$ cat config.mk
export PLATFORM = sky130hd
export DESIGN_NAME = fb_write_arbiter
export DESIGN_NICKNAME = d
export VERILOG_FILES = /design/src/rtl/fb_write_arbiter_pkg.sv /design/src/rtl/fb_write_arbiter_rr_pick.sv /design/src/rtl/fb_write_arbiter.sv
export SDC_FILE = /design/constraint.sdc
export NUM_CORES = 1
export LEC_CHECK = 0
export ABC_AREA = 1
export CAP_MARGIN = 0
export CORE_ASPECT_RATIO = 0.7
export CORE_MARGIN = 1.5
export CORE_UTILIZATION = 43
export DETAILED_ROUTE_END_ITERATION = 7
export GPL_TIMING_DRIVEN = 0
export PLACE_DENSITY = 0.95
export RECOVER_POWER = 50
export SETUP_SLACK_MARGIN = 0.4
export SYNTH_ARGS = -nofsm -noshare
export SYNTH_HDL_FRONTEND = slang
export SYNTH_SLANG_ARGS = --single-unit
$ cat constraint.sdc
create_clock -name clk -period 6.9 [get_ports clk]
set_input_delay 1.38 -clock clk [delete_from_list [all_inputs] [get_ports clk]]
set_output_delay 1.38 -clock clk [all_outputs]
set_load 0.02 [all_outputs]
$ cat src/rtl/fb_write_arbiter_pkg.sv
// Shared definitions for the frame-buffer bypass write arbiter.
package fb_write_arbiter_pkg;

  localparam int unsigned IDX_W  = 3;
  localparam int unsigned ADDR_W = 32;
  localparam int unsigned DATA_W = 32;
  localparam int unsigned WE_W   = 4;

  // Requester index assignments on the shared bypass port
  localparam logic [IDX_W-1:0] REQ_CPU  = 3'd0;
  localparam logic [IDX_W-1:0] REQ_LINE = 3'd1;
  localparam logic [IDX_W-1:0] REQ_FILL = 3'd2;

  typedef enum logic {
    FBA_IDLE = 1'b0,
    FBA_LOCK = 1'b1
  } fba_state_e;

  typedef struct packed {
    logic [ADDR_W-1:0] addr;
    logic [DATA_W-1:0] din;
    logic [WE_W-1:0]   we;
  } fb_beat_t;

endpackage

$ cat src/rtl/fb_write_arbiter_rr_pick.sv
// Round-robin pick: first asserted request at or after ptr, wrapping modulo N_REQ.
module fb_write_arbiter_rr_pick
  import fb_write_arbiter_pkg::*;
#(
  parameter int unsigned N_REQ = 3
) (
  input  logic [N_REQ-1:0] req,
  input  logic [IDX_W-1:0] ptr,
  output logic [IDX_W-1:0] idx,
  output logic             any
);

  logic [7:0]     req_ext;
  logic [IDX_W:0] pos;

  assign req_ext = 8'(req);

  // Rotate-and-priority-encode starting from ptr
  always_comb begin
    idx = ptr;
    any = 1'b0;
    pos = '0;
    for (int unsigned i = 0; i < N_REQ; i++) begin
      pos = {1'b0, ptr} + (IDX_W+1)'(i);
      if (pos >= (IDX_W+1)'(N_REQ)) pos = pos - (IDX_W+1)'(N_REQ);
      if (!any && req_ext[pos[IDX_W-1:0]]) begin
        idx = pos[IDX_W-1:0];
        any = 1'b1;
      end
    end
  end

endmodule

$ cat src/rtl/fb_write_arbiter.sv
// Round-robin, burst-locking arbiter for the frame-buffer bypass write port.
module fb_write_arbiter
  import fb_write_arbiter_pkg::*;
#(
  parameter int unsigned N_REQ     = 3,
  parameter int unsigned MAX_BURST = 16,
  parameter int unsigned TIMEOUT   = 8,
  parameter bit          CPU_PRIO  = 1'b1
) (
  input  logic                    clk,
  input  logic                    rst,
  input  logic                    stall,
  input  logic [N_REQ-1:0]        req_valid,
  input  logic [N_REQ-1:0]        req_last,
  input  logic [N_REQ*ADDR_W-1:0] req_addr,
  input  logic [N_REQ*DATA_W-1:0] req_din,
  input  logic [N_REQ*WE_W-1:0]   req_we,
  output logic [N_REQ-1:0]        req_ready,
  output logic                    fb_valid,
  input  logic                    fb_ready,
  output logic [ADDR_W-1:0]       fb_addr,
  output logic [DATA_W-1:0]       fb_din,
  output logic [WE_W-1:0]         fb_we,
  output logic [IDX_W-1:0]        grant_id,
  output logic                    busy
);

  localparam int unsigned BEAT_W = (MAX_BURST > 1) ? $clog2(MAX_BURST) : 1;
  localparam int unsigned IDLE_W = $clog2(TIMEOUT + 1);

  fba_state_e        state_q, state_d;
  logic [IDX_W-1:0]  rr_ptr_q, rr_ptr_d;
  logic [BEAT_W-1:0] beat_cnt_q, beat_cnt_d;
  logic [IDLE_W-1:0] idle_cnt_q, idle_cnt_d;
  logic [IDX_W-1:0]  grant_id_d;

  logic [IDX_W-1:0]  rr_idx;
  logic              rr_any;
  logic [IDX_W-1:0]  grant;
  logic [IDX_W-1:0]  next_ptr;
  logic              grant_valid;
  logic              out_free;
  logic              accept;
  fb_beat_t          sel_beat;
  logic              sel_valid;
  logic              sel_last;
  fb_beat_t          fb_q;
  logic              addr_unused;

  fb_write_arbiter_rr_pick #(.N_REQ(N_REQ)) u_rr_pick (
    .req (req_valid),
    .ptr (rr_ptr_q),
    .idx (rr_idx),
    .any (rr_any)
  );

  // CPU only jumps the queue when no burst holds the port
  assign grant = (state_q == FBA_LOCK)          ? grant_id :
                 (CPU_PRIO && req_valid[0])     ? REQ_CPU  : rr_idx;

  assign next_ptr = (grant == IDX_W'(N_REQ - 1)) ? '0 : grant + IDX_W'(1);

  // Route the granted requester's beat
  always_comb begin
    sel_beat  = '0;
    sel_valid = 1'b0;
    sel_last  = 1'b0;
    for (int unsigned i = 0; i < N_REQ; i++) begin
      if (grant == IDX_W'(i)) begin
        sel_beat.addr = req_addr[ADDR_W*i +: ADDR_W];
        sel_beat.din  = req_din[DATA_W*i +: DATA_W];
        sel_beat.we   = req_we[WE_W*i +: WE_W];
        sel_valid     = req_valid[i];
        sel_last      = req_last[i];
      end
    end
  end

  assign grant_valid = (state_q == FBA_IDLE) ? rr_any : sel_valid;
  assign out_free    = ~fb_valid | fb_ready;
  assign accept      = out_free & ~stall & grant_valid;

  // Word-aligned, 28-bit frame-buffer address space: top nibble and byte offset are dropped
  assign addr_unused = ^{sel_beat.addr[ADDR_W-1:28], sel_beat.addr[1:0]};

  // One-hot ready to the owner; held low while reset is asserted
  always_comb begin
    req_ready = '0;
    for (int unsigned i = 0; i < N_REQ; i++) begin
      req_ready[i] = rst & accept & (grant == IDX_W'(i));
    end
  end

  // Next-state, pointer and burst counters
  always_comb begin
    state_d    = state_q;
    rr_ptr_d   = rr_ptr_q;
    beat_cnt_d = beat_cnt_q;
    idle_cnt_d = idle_cnt_q;
    grant_id_d = grant_id;
    case (state_q)
      FBA_IDLE: begin
        if (accept) begin
          if (sel_last) begin
            rr_ptr_d = next_ptr;
          end else begin
            state_d    = FBA_LOCK;
            grant_id_d = grant;
            beat_cnt_d = BEAT_W'(1);
            idle_cnt_d = '0;
          end
        end
      end
      FBA_LOCK: begin
        if (accept) begin
          idle_cnt_d = '0;
          if (sel_last || beat_cnt_q == BEAT_W'(MAX_BURST - 1)) begin
            state_d    = FBA_IDLE;
            rr_ptr_d   = next_ptr;
            beat_cnt_d = '0;
          end else begin
            beat_cnt_d = beat_cnt_q + BEAT_W'(1);
          end
        end else if (!sel_valid && !stall) begin
          if (idle_cnt_q == IDLE_W'(TIMEOUT - 1)) begin
            state_d    = FBA_IDLE;
            rr_ptr_d   = next_ptr;
            beat_cnt_d = '0;
            idle_cnt_d = '0;
          end else begin
            idle_cnt_d = idle_cnt_q + IDLE_W'(1);
          end
        end
      end
      default: state_d = FBA_IDLE;
    endcase
  end

  // Arbitration state registers
  always_ff @(posedge clk or negedge rst) begin
    if (!rst) begin
      state_q    <= FBA_IDLE;
      rr_ptr_q   <= '0;
      beat_cnt_q <= '0;
      idle_cnt_q <= '0;
      grant_id   <= '0;
    end else begin
      state_q    <= state_d;
      rr_ptr_q   <= rr_ptr_d;
      beat_cnt_q <= beat_cnt_d;
      idle_cnt_q <= idle_cnt_d;
      grant_id   <= grant_id_d;
    end
  end

  // Output stage: load on accept, drop valid once the memory side takes the beat
  always_ff @(posedge clk or negedge rst) begin
    if (!rst) begin
      fb_valid <= 1'b0;
      fb_q     <= '0;
    end else if (accept) begin
      fb_valid   <= 1'b1;
      fb_q.addr  <= {4'b0, sel_beat.addr[27:2], 2'b0};
      fb_q.din   <= sel_beat.din;
      fb_q.we    <= sel_beat.we;
    end else if (fb_ready) begin
      fb_valid   <= 1'b0;
      fb_q.we    <= '0;
    end
  end

  assign fb_addr = fb_q.addr;
  assign fb_din  = fb_q.din;
  assign fb_we   = fb_q.we;
  assign busy    = (state_q == FBA_LOCK);

endmodule
* Yosys cells after proc, flatten, opt, wreduce, memory -nomap -nowiden
Index checks and enable logic that the tools add are counted.
Word-level totals: output and inout bits 76, logic and storage cells 117, flip-flop bits (word level) 78, input bits 214
Operators by class: magnitude comparators 6, bitwise logic cells 11, multiplexer cells 59, eq/ne operators 10, reductions and logical operators 14, $add $sub $neg 8
Operators by type and width (count):
- 2-to-1 mux 64 bit | 3
- 2-to-1 mux 4 bit | 13
- 2-to-1 mux 3 bit | 15
- 2-to-1 mux 1 bit | 21
- one-hot mux 4 bit (2 select lines) | 2
- less-than comparator 3 x 4 -> 1 bit (second input constant) | 3
- binary-select mux 1 bit (select 3 bit) | 3
- subtractor 3 x 2 -> 3 bit (second input constant) | 3
- adder 4 x 1 -> 4 bit (second input constant) | 2
- >= comparator 4 x 2 -> 1 bit (second input constant) | 2
- AND 1 bit | 6
- inequality test 2 bit (second input constant) | 3
- inequality test 3 x 1 -> 1 bit (second input constant) | 2
- one-hot mux 3 bit (2 select lines) | 1
- AND reduction 3 bit | 2
- AND reduction 5 bit | 1
- adder 3 x 1 -> 4 bit (second input constant) | 1
- adder 3 x 2 -> 4 bit (second input constant) | 1
- equality test 4 x 3 -> 1 bit (second input constant) | 1
- equality test 4 bit (second input constant) | 1
- zero test 1 bit | 4
- NOT 1 bit | 4
- AND reduction 4 bit | 1
- adder 3 x 1 -> 3 bit (second input constant) | 1
- other kinds (10) | 12

* Longest topological paths before layout
depth after elaboration 22, depth in mapped cells 24, gate-level depth less buffers 24

* Hierarchy
A second synthesis with hierarchy kept.
Second synthesis, totals: cells, all modules 669, area, all modules 5098.6 µm²
By module, submodules not included:
- fb_write_arbiter | area each 4601.9 µm², seq. area each 1951.9 µm², cells each 574, instances 1
- fb_write_arbiter_rr_pick | area each 496.7 µm², seq. area each 0.0 µm², cells each 95, instances 1

* Least setup slack after synthesis
OpenSTA, ideal clock, no wires.
path type input to output, start input req_valid[1], end output req_ready[2], cell stages on the path 18, setup slack 2.254 ns, path buffers 1, data required time 5.520 ns, arrival 3.266 ns, path through inv_1 nand3_1 nand3_1 nand2_1 nand2_4 nand3_2 nor2_1 nor2_2 nand2_4 nand2_4 nor2_4 nand3_4 nand4_2 nand2_2 inv_2 buf_12 nand2_2 nor2_1
Between the ends: cells in the longest elaborated chain, start to end 19, elaborated cells on any way between the ends 28, classes of those cells eq/ne: 2; mux: 18; bitwise: 3; reduce/logical: 5
Ends and longest elaborated chain:
- from (decl) | line fb_write_arbiter.sv:13 | input logic [N_REQ-1:0] req_valid,
- binary-select mux 1 bit (select 3 bit) | line fb_write_arbiter_rr_pick.sv:26 | if (!any && req_ext[pos[IDX_W-1:0]]) begin
- 2-to-1 mux 1 bit (implied by the code) | line fb_write_arbiter_rr_pick.sv:26
- 2-to-1 mux 1 bit | line fb_write_arbiter_rr_pick.sv:26
- zero test 1 bit | line fb_write_arbiter_rr_pick.sv:26
- logical AND 1 bit | line fb_write_arbiter_rr_pick.sv:26
- 2-to-1 mux 1 bit | line fb_write_arbiter_rr_pick.sv:26
- zero test 1 bit | line fb_write_arbiter_rr_pick.sv:26
- logical AND 1 bit | line fb_write_arbiter_rr_pick.sv:26
- 2-to-1 mux 3 bit | line fb_write_arbiter_rr_pick.sv:26
- 2-to-1 mux 3 bit | line fb_write_arbiter.sv:59 | (CPU_PRIO && req_valid[0]) ? REQ_CPU : rr_idx;
- 2-to-1 mux 3 bit | line fb_write_arbiter.sv:58 | assign grant = (state_q == FBA_LOCK) ? grant_id :
- zero test 3 bit | line fb_write_arbiter.sv:69 | if (grant == IDX_W'(i)) begin
- 2-to-1 mux 1 bit (3 in series) | line fb_write_arbiter.sv:69
- 2-to-1 mux 1 bit | line fb_write_arbiter.sv:79 | assign grant_valid = (state_q == FBA_IDLE) ? rr_any : sel_valid;
- AND 1 bit | line fb_write_arbiter.sv:81 | assign accept = out_free & ~stall & grant_valid;
- AND 1 bit | line fb_write_arbiter.sv:90 | req_ready[i] = rst & accept & (grant == IDX_W'(i));
- AND 1 bit * | line fb_write_arbiter.sv:90
- to (decl) | line fb_write_arbiter.sv:18 | output logic [N_REQ-1:0] req_ready,
Mark *: on every way between the ends. The rest lies on a longest branch, timed or not. The select of a mux whose other input is x is not followed.

* Worst setup path in the final report
start input req_valid[0], end output req_ready[0]
Between the ends: cells in the longest elaborated chain, start to end 19, elaborated cells on any way between the ends 28, classes of those cells eq/ne: 2; mux: 18; bitwise: 3; reduce/logical: 5
Ends and longest elaborated chain (line):
- binary-select mux 1 bit (select 3 bit) | fb_write_arbiter_rr_pick.sv:26
- 2-to-1 mux 1 bit (implied by the code) | fb_write_arbiter_rr_pick.sv:26
- 2-to-1 mux 1 bit | fb_write_arbiter_rr_pick.sv:26
- zero test 1 bit | fb_write_arbiter_rr_pick.sv:26
- logical AND 1 bit | fb_write_arbiter_rr_pick.sv:26
- 2-to-1 mux 1 bit | fb_write_arbiter_rr_pick.sv:26
- zero test 1 bit | fb_write_arbiter_rr_pick.sv:26
- logical AND 1 bit | fb_write_arbiter_rr_pick.sv:26
- 2-to-1 mux 3 bit | fb_write_arbiter_rr_pick.sv:26
- 2-to-1 mux 3 bit | fb_write_arbiter.sv:59
- 2-to-1 mux 3 bit | fb_write_arbiter.sv:58
- zero test 3 bit | fb_write_arbiter.sv:69, fb_write_arbiter.sv:90
- 2-to-1 mux 1 bit (3 in series) | fb_write_arbiter.sv:69
- 2-to-1 mux 1 bit | fb_write_arbiter.sv:79
- AND 1 bit | fb_write_arbiter.sv:81
- AND 1 bit | fb_write_arbiter.sv:90
- AND 1 bit * | fb_write_arbiter.sv:90
Marked as above.

==> out/metrics.yaml <==
grt_pass1_vias: 6187
r2r_slack_ns: 3.36
power_density_mw_per_mm2: 528
drive_gt1_share_pct: 13.5
syn_area_per_cell_um2: 7.15
fp.dieArea_mm2: 0.0134
fin_crit_ns: 6.18
layout_common_cells: "nand2_1 (322), clkdlybuf4s50_1 (229), nand3_1 (154)"
crit_family: "buffers and inverters"
crit_path_top_delay_cell: "clkdlybuf4s50_1"
finalSetupViolations: 0
cts_tree: "built"
hold_path_end: "fb_din[15]$_DFFE_PN0P_"
crit_path_max_incr_delay_ns: 0.63
r2r-end: "fb_addr[9]$_DFFE_PN0P_"
crit_required_ns: 5.52
hold_path.class: "reg2reg"
clk_pin_slew_ns: 0.06
start_util_pct: 43.9
h-tree-depth: 3
p_total_mw: 4.58
post-route-period-util_pct: 89.5
final_common_cell: "nand2_1"
cp.arrival_ns: 4.80
pre_cts_slack_ns: 0.758
worst_slack_ns: 0.724
dpl.hpwl_um: 14900
syn_inst: 764
dr_total_vias: 6266
place_area_mm2: 0.00836
clock_latency_ns: 0.33
coreArea_mm2: 0.0124
grt_util_all_layers_pct: 28.8
cts_resized: 0
antenna_found_initial: 0
clock_sinks: 78
final_util_pct: 69.8
min_from: "fb_din[15]$_DFFE_PN0P_"
hold_buffers: 0
min_path_cells: 2
timing.rr.start: "rr_ptr_q[2]$_DFFE_PN0P_"
yosysWarnings: 0
ys_ff_latch: 78
vias_per_cell: 5.17
cp_num_buf_inv: 6
yosysSeqAreaShare_pct: 35.8
wl_per_cell_um: 16.0
fmax_ghz: 0.162
io_pins: 290
synth-async-reset-ratio_pct: 100
die_w_um: 138
critPathMaxFanout: 10
cap_violations: 0
syn_to_final_growth_pct: 58.8
globalplace.congestion: 0.903
hold_viol: 0
drtIter0Drc: 322
io_buffers: 265
numCtsBuffers: 9
worst_setup_path_end_kind: "output port"
nets: 1269
start_kind: "input pin"
setup.worst_path.start: "req_valid[0]"
cts_buffer_depth: 2
skew_ns: 0.0101
ir_drop_v: 0.000275
dr.pass1.iters: 5
gr-total-overflow: 0
grt_max_degree: 59
path_cells: "clkdlybuf4s50_1 -> inv_1 -> nand2_1 -> nand3_1 -> nand2_1 -> nand2_4 -> inv_1 -> nand3_1 -> nand3_1 -> nand2_1 -> nand2_4 -> nand2_4 -> nor2_4 -> nand3_4 -> nand4_2 -> nand2_2 -> inv_2 -> buf_12 -> nand2_2 -> nor3_2 -> clkdlybuf4s50_1"
crit_type: "in2out"
drc: 0
placementRows: 34
grt_pass1_wl_um: 30100
synth_edf_count: 0
n_fill_cell: 992
yosysUniqueCellTypes: 39
antenna_left: 0
leakagePower_nw: 4.19
die_y_um: 97.3
r2r_cells: 20
final_area_mm2: 0.00867
cts_root_buf: "clkbuf_16"
worst_pin_slew_ns: 1.38
timing.setup.tns_ns: 0
rsz0062_at_grt: "no"
slew_headroom_pct: 8.06
synthesis.area_mm2: 0.00546
status: "finished clean"
cts_setup_buffers: 0
synth_ff_type: "dfrtp_1"
maxSlewViolCount: 0
wirelength_um: 19400
insertedDiodeCount: 0
[registers in the layout, summed over array words and instances, names as in the netlist]
register    cells
rr_ptr_q        3
idle_cnt_q      4
fb_addr        26
fb_we           4
fb_valid        1
beat_cnt_q      4
grant_id        3
busy            1
fb_din         32
[worst max-delay path by stage]
stage / slack [ns] / end / depth (start not counted)
floorplan: 2.25 / req_ready[2] / 18
global placement: -0.20 / req_ready[0] / 4
detailed placement: 0.76 / req_ready[0] / 21
CTS: 0.75 / req_ready[0] / 21
global route: 0.56 / req_ready[0] / 21
finish: 0.72 / req_ready[0] / 21
[stage by stage]
step                hold WS [ns]  instances
floorplan                  0.468        769
global placement           0.461       1196
detailed placement         0.464       1197
CTS                        0.481       1213
global route               0.495       1213
finish                     0.475       1213
[synth_stat cells, types with 5 or more instances]
master | count | area [um2]
buf_12 | 5 | 100
buf_2 | 10 | 50.1
buf_4 | 10 | 75.1
buf_6 | 5 | 56.3
clkbuf_1 | 13 | 48.8
dfrtp_1 | 78 | 1950
ha_1 | 9 | 113
inv_1 | 19 | 71.3
nand2_1 | 322 | 1210
nand2_2 | 57 | 357
nand2_4 | 5 | 56.3
nand3_1 | 154 | 771
nand4_1 | 7 | 43.8
nor2_1 | 12 | 45.0
[cell type report]
type / instances / area (um2) / share of cell area (%)
buffer: 47 / 360 / 4.16
clock buffer: 11 / 253 / 2.91
clock inverter: 5 / 63.8 / 0.736
inverter: 24 / 92.6 / 1.07
multi-input combinational: 620 / 3070 / 35.4
sequential: 78 / 1950 / 22.5
tap: 162 / 203 / 2.34
timing repair buffer: 266 / 2670 / 30.8
[layer usage]
metal,vias to the layer above,routed length [um],GRT usage (%)
met5,-,0,0
met3,47,1560,7.41
met4,0,646,10.3
met2,279,9250,49.1
met1,2924,7910,34.9
li1,3016,-,-
[worst reg2reg max path, delay by kind of cell, from the launching register on]
family,cells,cell delay (ns)
DFF,1,0.49
buffers and inverters,4,0.92
adders and majority gates,1,0.26
and+or+nand+nor,14,1.56
AOI/OAI and AO/OA,1,0.26
[cell families (layout without fill, tap and decap cells)]
family / count (synthesis) / in the layout / synth area share (%)
other cells: 1 / 6 / 0.0687
xor+xnor: 6 / 6 / 0.963
simple gates: 582 / 582 / 50.3
buf+inv: 71 / 353 / 8.30
flops: 78 / 78 / 35.8
compound gates: 17 / 17 / 2.52
fa+ha+maj: 9 / 9 / 2.06
[where the power goes]
| group | internal (mW) | switching [mW] |
|---|---|---|
| registers | 0.646 | 0.113 |
| logic | 1.20 | 2.12 |
| clock network | 0.304 | 0.201 |
(Power assumes the default switching activity.)
==> edit (same flow settings) <==
Set the parameter `CPU_PRIO` to 1'b0 (it was 1'b1).
--- a/src/rtl/fb_write_arbiter.sv
+++ b/src/rtl/fb_write_arbiter.sv
@@ -5,7 +5,7 @@
   parameter int unsigned N_REQ     = 3,
   parameter int unsigned MAX_BURST = 16,
   parameter int unsigned TIMEOUT   = 8,
-  parameter bit          CPU_PRIO  = 1'b1
+  parameter bit          CPU_PRIO  = 1'b0
 ) (
   input  logic                    clk,
   input  logic                    rst,
Formal check against the unedited RTL: not equivalent (a bounded check fails within 4 cycles, from zero or initial values and one cycle with rst low).
==> edit against the original RTL <==
- the flow now finishes with violations (max-capacitance violations, max-slew violations)
- total power is 6.2% higher
- synthesized area is 7.5% lower
- routed wire length is 3.2% lower
- critical path depth is 2 lower
- worst setup slack better by 28 ps
- clock skew is 5.4 ps lower
- final area is 5.1% lower
- sequential cell count stayed put
- critical endpoint is now req_ready[1]
==> edit: results <==
{
  "failed_checks": "max-capacitance violations, max-slew violations",
  "timing.reg2reg.setup_slack_ps": 3130,
  "vias_per_cell": 5.20,
  "ir_worst_vdd_mv": 0.265,
  "whs_endpoint": "fb_din[21]",
  "r2r-end": "fb_din[13]",
  "min_path_cells": 2,
  "drtIter0Drc": 331,
  "yosysSeqAreaShare": 0.386,
  "ys_warn_count": 0,
  "antenna_cells": 0,
  "r2r_start": "rr_ptr_q[0]",
  "grt_pass1_wl_mm": 28.8,
  "wirelength_mm": 18.7,
  "maxCapViolCount": 1,
  "grt_max_degree": 45,
  "status": "complete, but fails checks",
  "synthXorXnorAreaFrac": 0.0104,
  "numCtsBuffers": 9,
  "nets": 1219,
  "grtUsageTotal": 0.296,
  "ys_types": 35,
  "hpwl_mm": 14.5,
  "ys_top_cells_by_area": "dfrtp_1 39%, nand2_1 23%, a22oi_1 8.6%",
  "crit_start": "req_valid[2]",
  "r2r_cells": 21,
  "slew_viol_final": 36,
  "worst_slew_pin_slew_ps": 2080,
  "crit_arrival_ps": 4770,
  "gp_congestion": 0.895,
  "p_leak_nw": 3.86,
  "worst_clock_skew_ps": 4.72,
  "yosys.area_share.adder": 0.0223,
  "synthTopCellsByCount": "309 x nand2_1, 78 x dfrtp_1, 64 x o21ai_0, 58 x a22oi_1, 34 x inv_1",
  "crit_fanout": 10,
  "worst_path_max_delay_cell": "clkdlybuf4s50_1",
  "clock_latency_ps": 330,
  "drive_above_1_share": 0.0680,
  "netlist.area_leader.share": 0.386,
  "slowest_delay_ps": 630,
  "clock_path_buffers": 2,
  "min-delay-start": "fb_din[21]",
  "grt_pass1_vias": 5716,
  "crit_path_end": "req_ready[1]",
  "synth-compound-area-share": 0.180
}
## edit: cell types whose count changed in the layout (fill, tap and decap cells not counted), moves of 4 or more
| cell | unedited run | this run |
|---|---|---|
| nand3_1 | 154 | 27 |
| nand2_2 | 57 | 10 |
| buf_12 | 5 | 0 |
| o21ai_1 | 4 | 8 |
| buf_6 | 5 | 1 |
| o21ai_0 | 4 | 64 |
| a22oi_1 | 0 | 58 |
| nor2_1 | 12 | 22 |
| inv_1 | 19 | 34 |
| nand2_1 | 322 | 309 |
| a221oi_1 | 0 | 4 |
| clkbuf_1 | 14 | 25 |
## edit: cells by family (layout without fill, tap and decap cells)
kind of cell | count (synthesis) | in the layout
fa+ha+maj | 9 | 9
buf+inv | 85 | 366
compound gates | 142 | 142
xor+xnor | 6 | 6
flops | 78 | 78
simple gates | 393 | 393
other cells | 1 | 6
## edit: final cells by class
| type | count | area [um^2] |
|---|---|---|
| fillers | 873 | 2990 |
| inverters | 40 | 153 |
| plain buffers | 45 | 223 |
| clock buffers | 11 | 243 |
| flip-flops and latches | 78 | 1950 |
| repair buffers | 266 | 2670 |
| clock inverters | 4 | 47.5 |
| multi-input cells | 556 | 2740 |
| well taps | 153 | 191 |
## edit: metrics by stage
step	area, um^2	hold WS (ps)	setup slack (ps)	instances
CTS	8230	480	797	1153
finish	8230	472	752	1153
floorplan	5070	459	2130	719
detailed placement	7940	464	798	1138
global route	8230	496	508	1153
global placement	7910	460	-436	1137
## edit: per-layer routing
metal	up-vias	global-route usage	part of all wire
met5	-	0	0
met2	266	0.513	0.48
met4	0	0.0751	0.019
met1	2808	0.378	0.42
li1	2897	-	-
met3	24	0.0658	0.074
## edit: report_power, final
part	internal, mW	total (mW)	switching, mW
sequential	0.670	0.797	0.127
combinational	1.27	3.60	2.33
clock	0.287	0.468	0.182
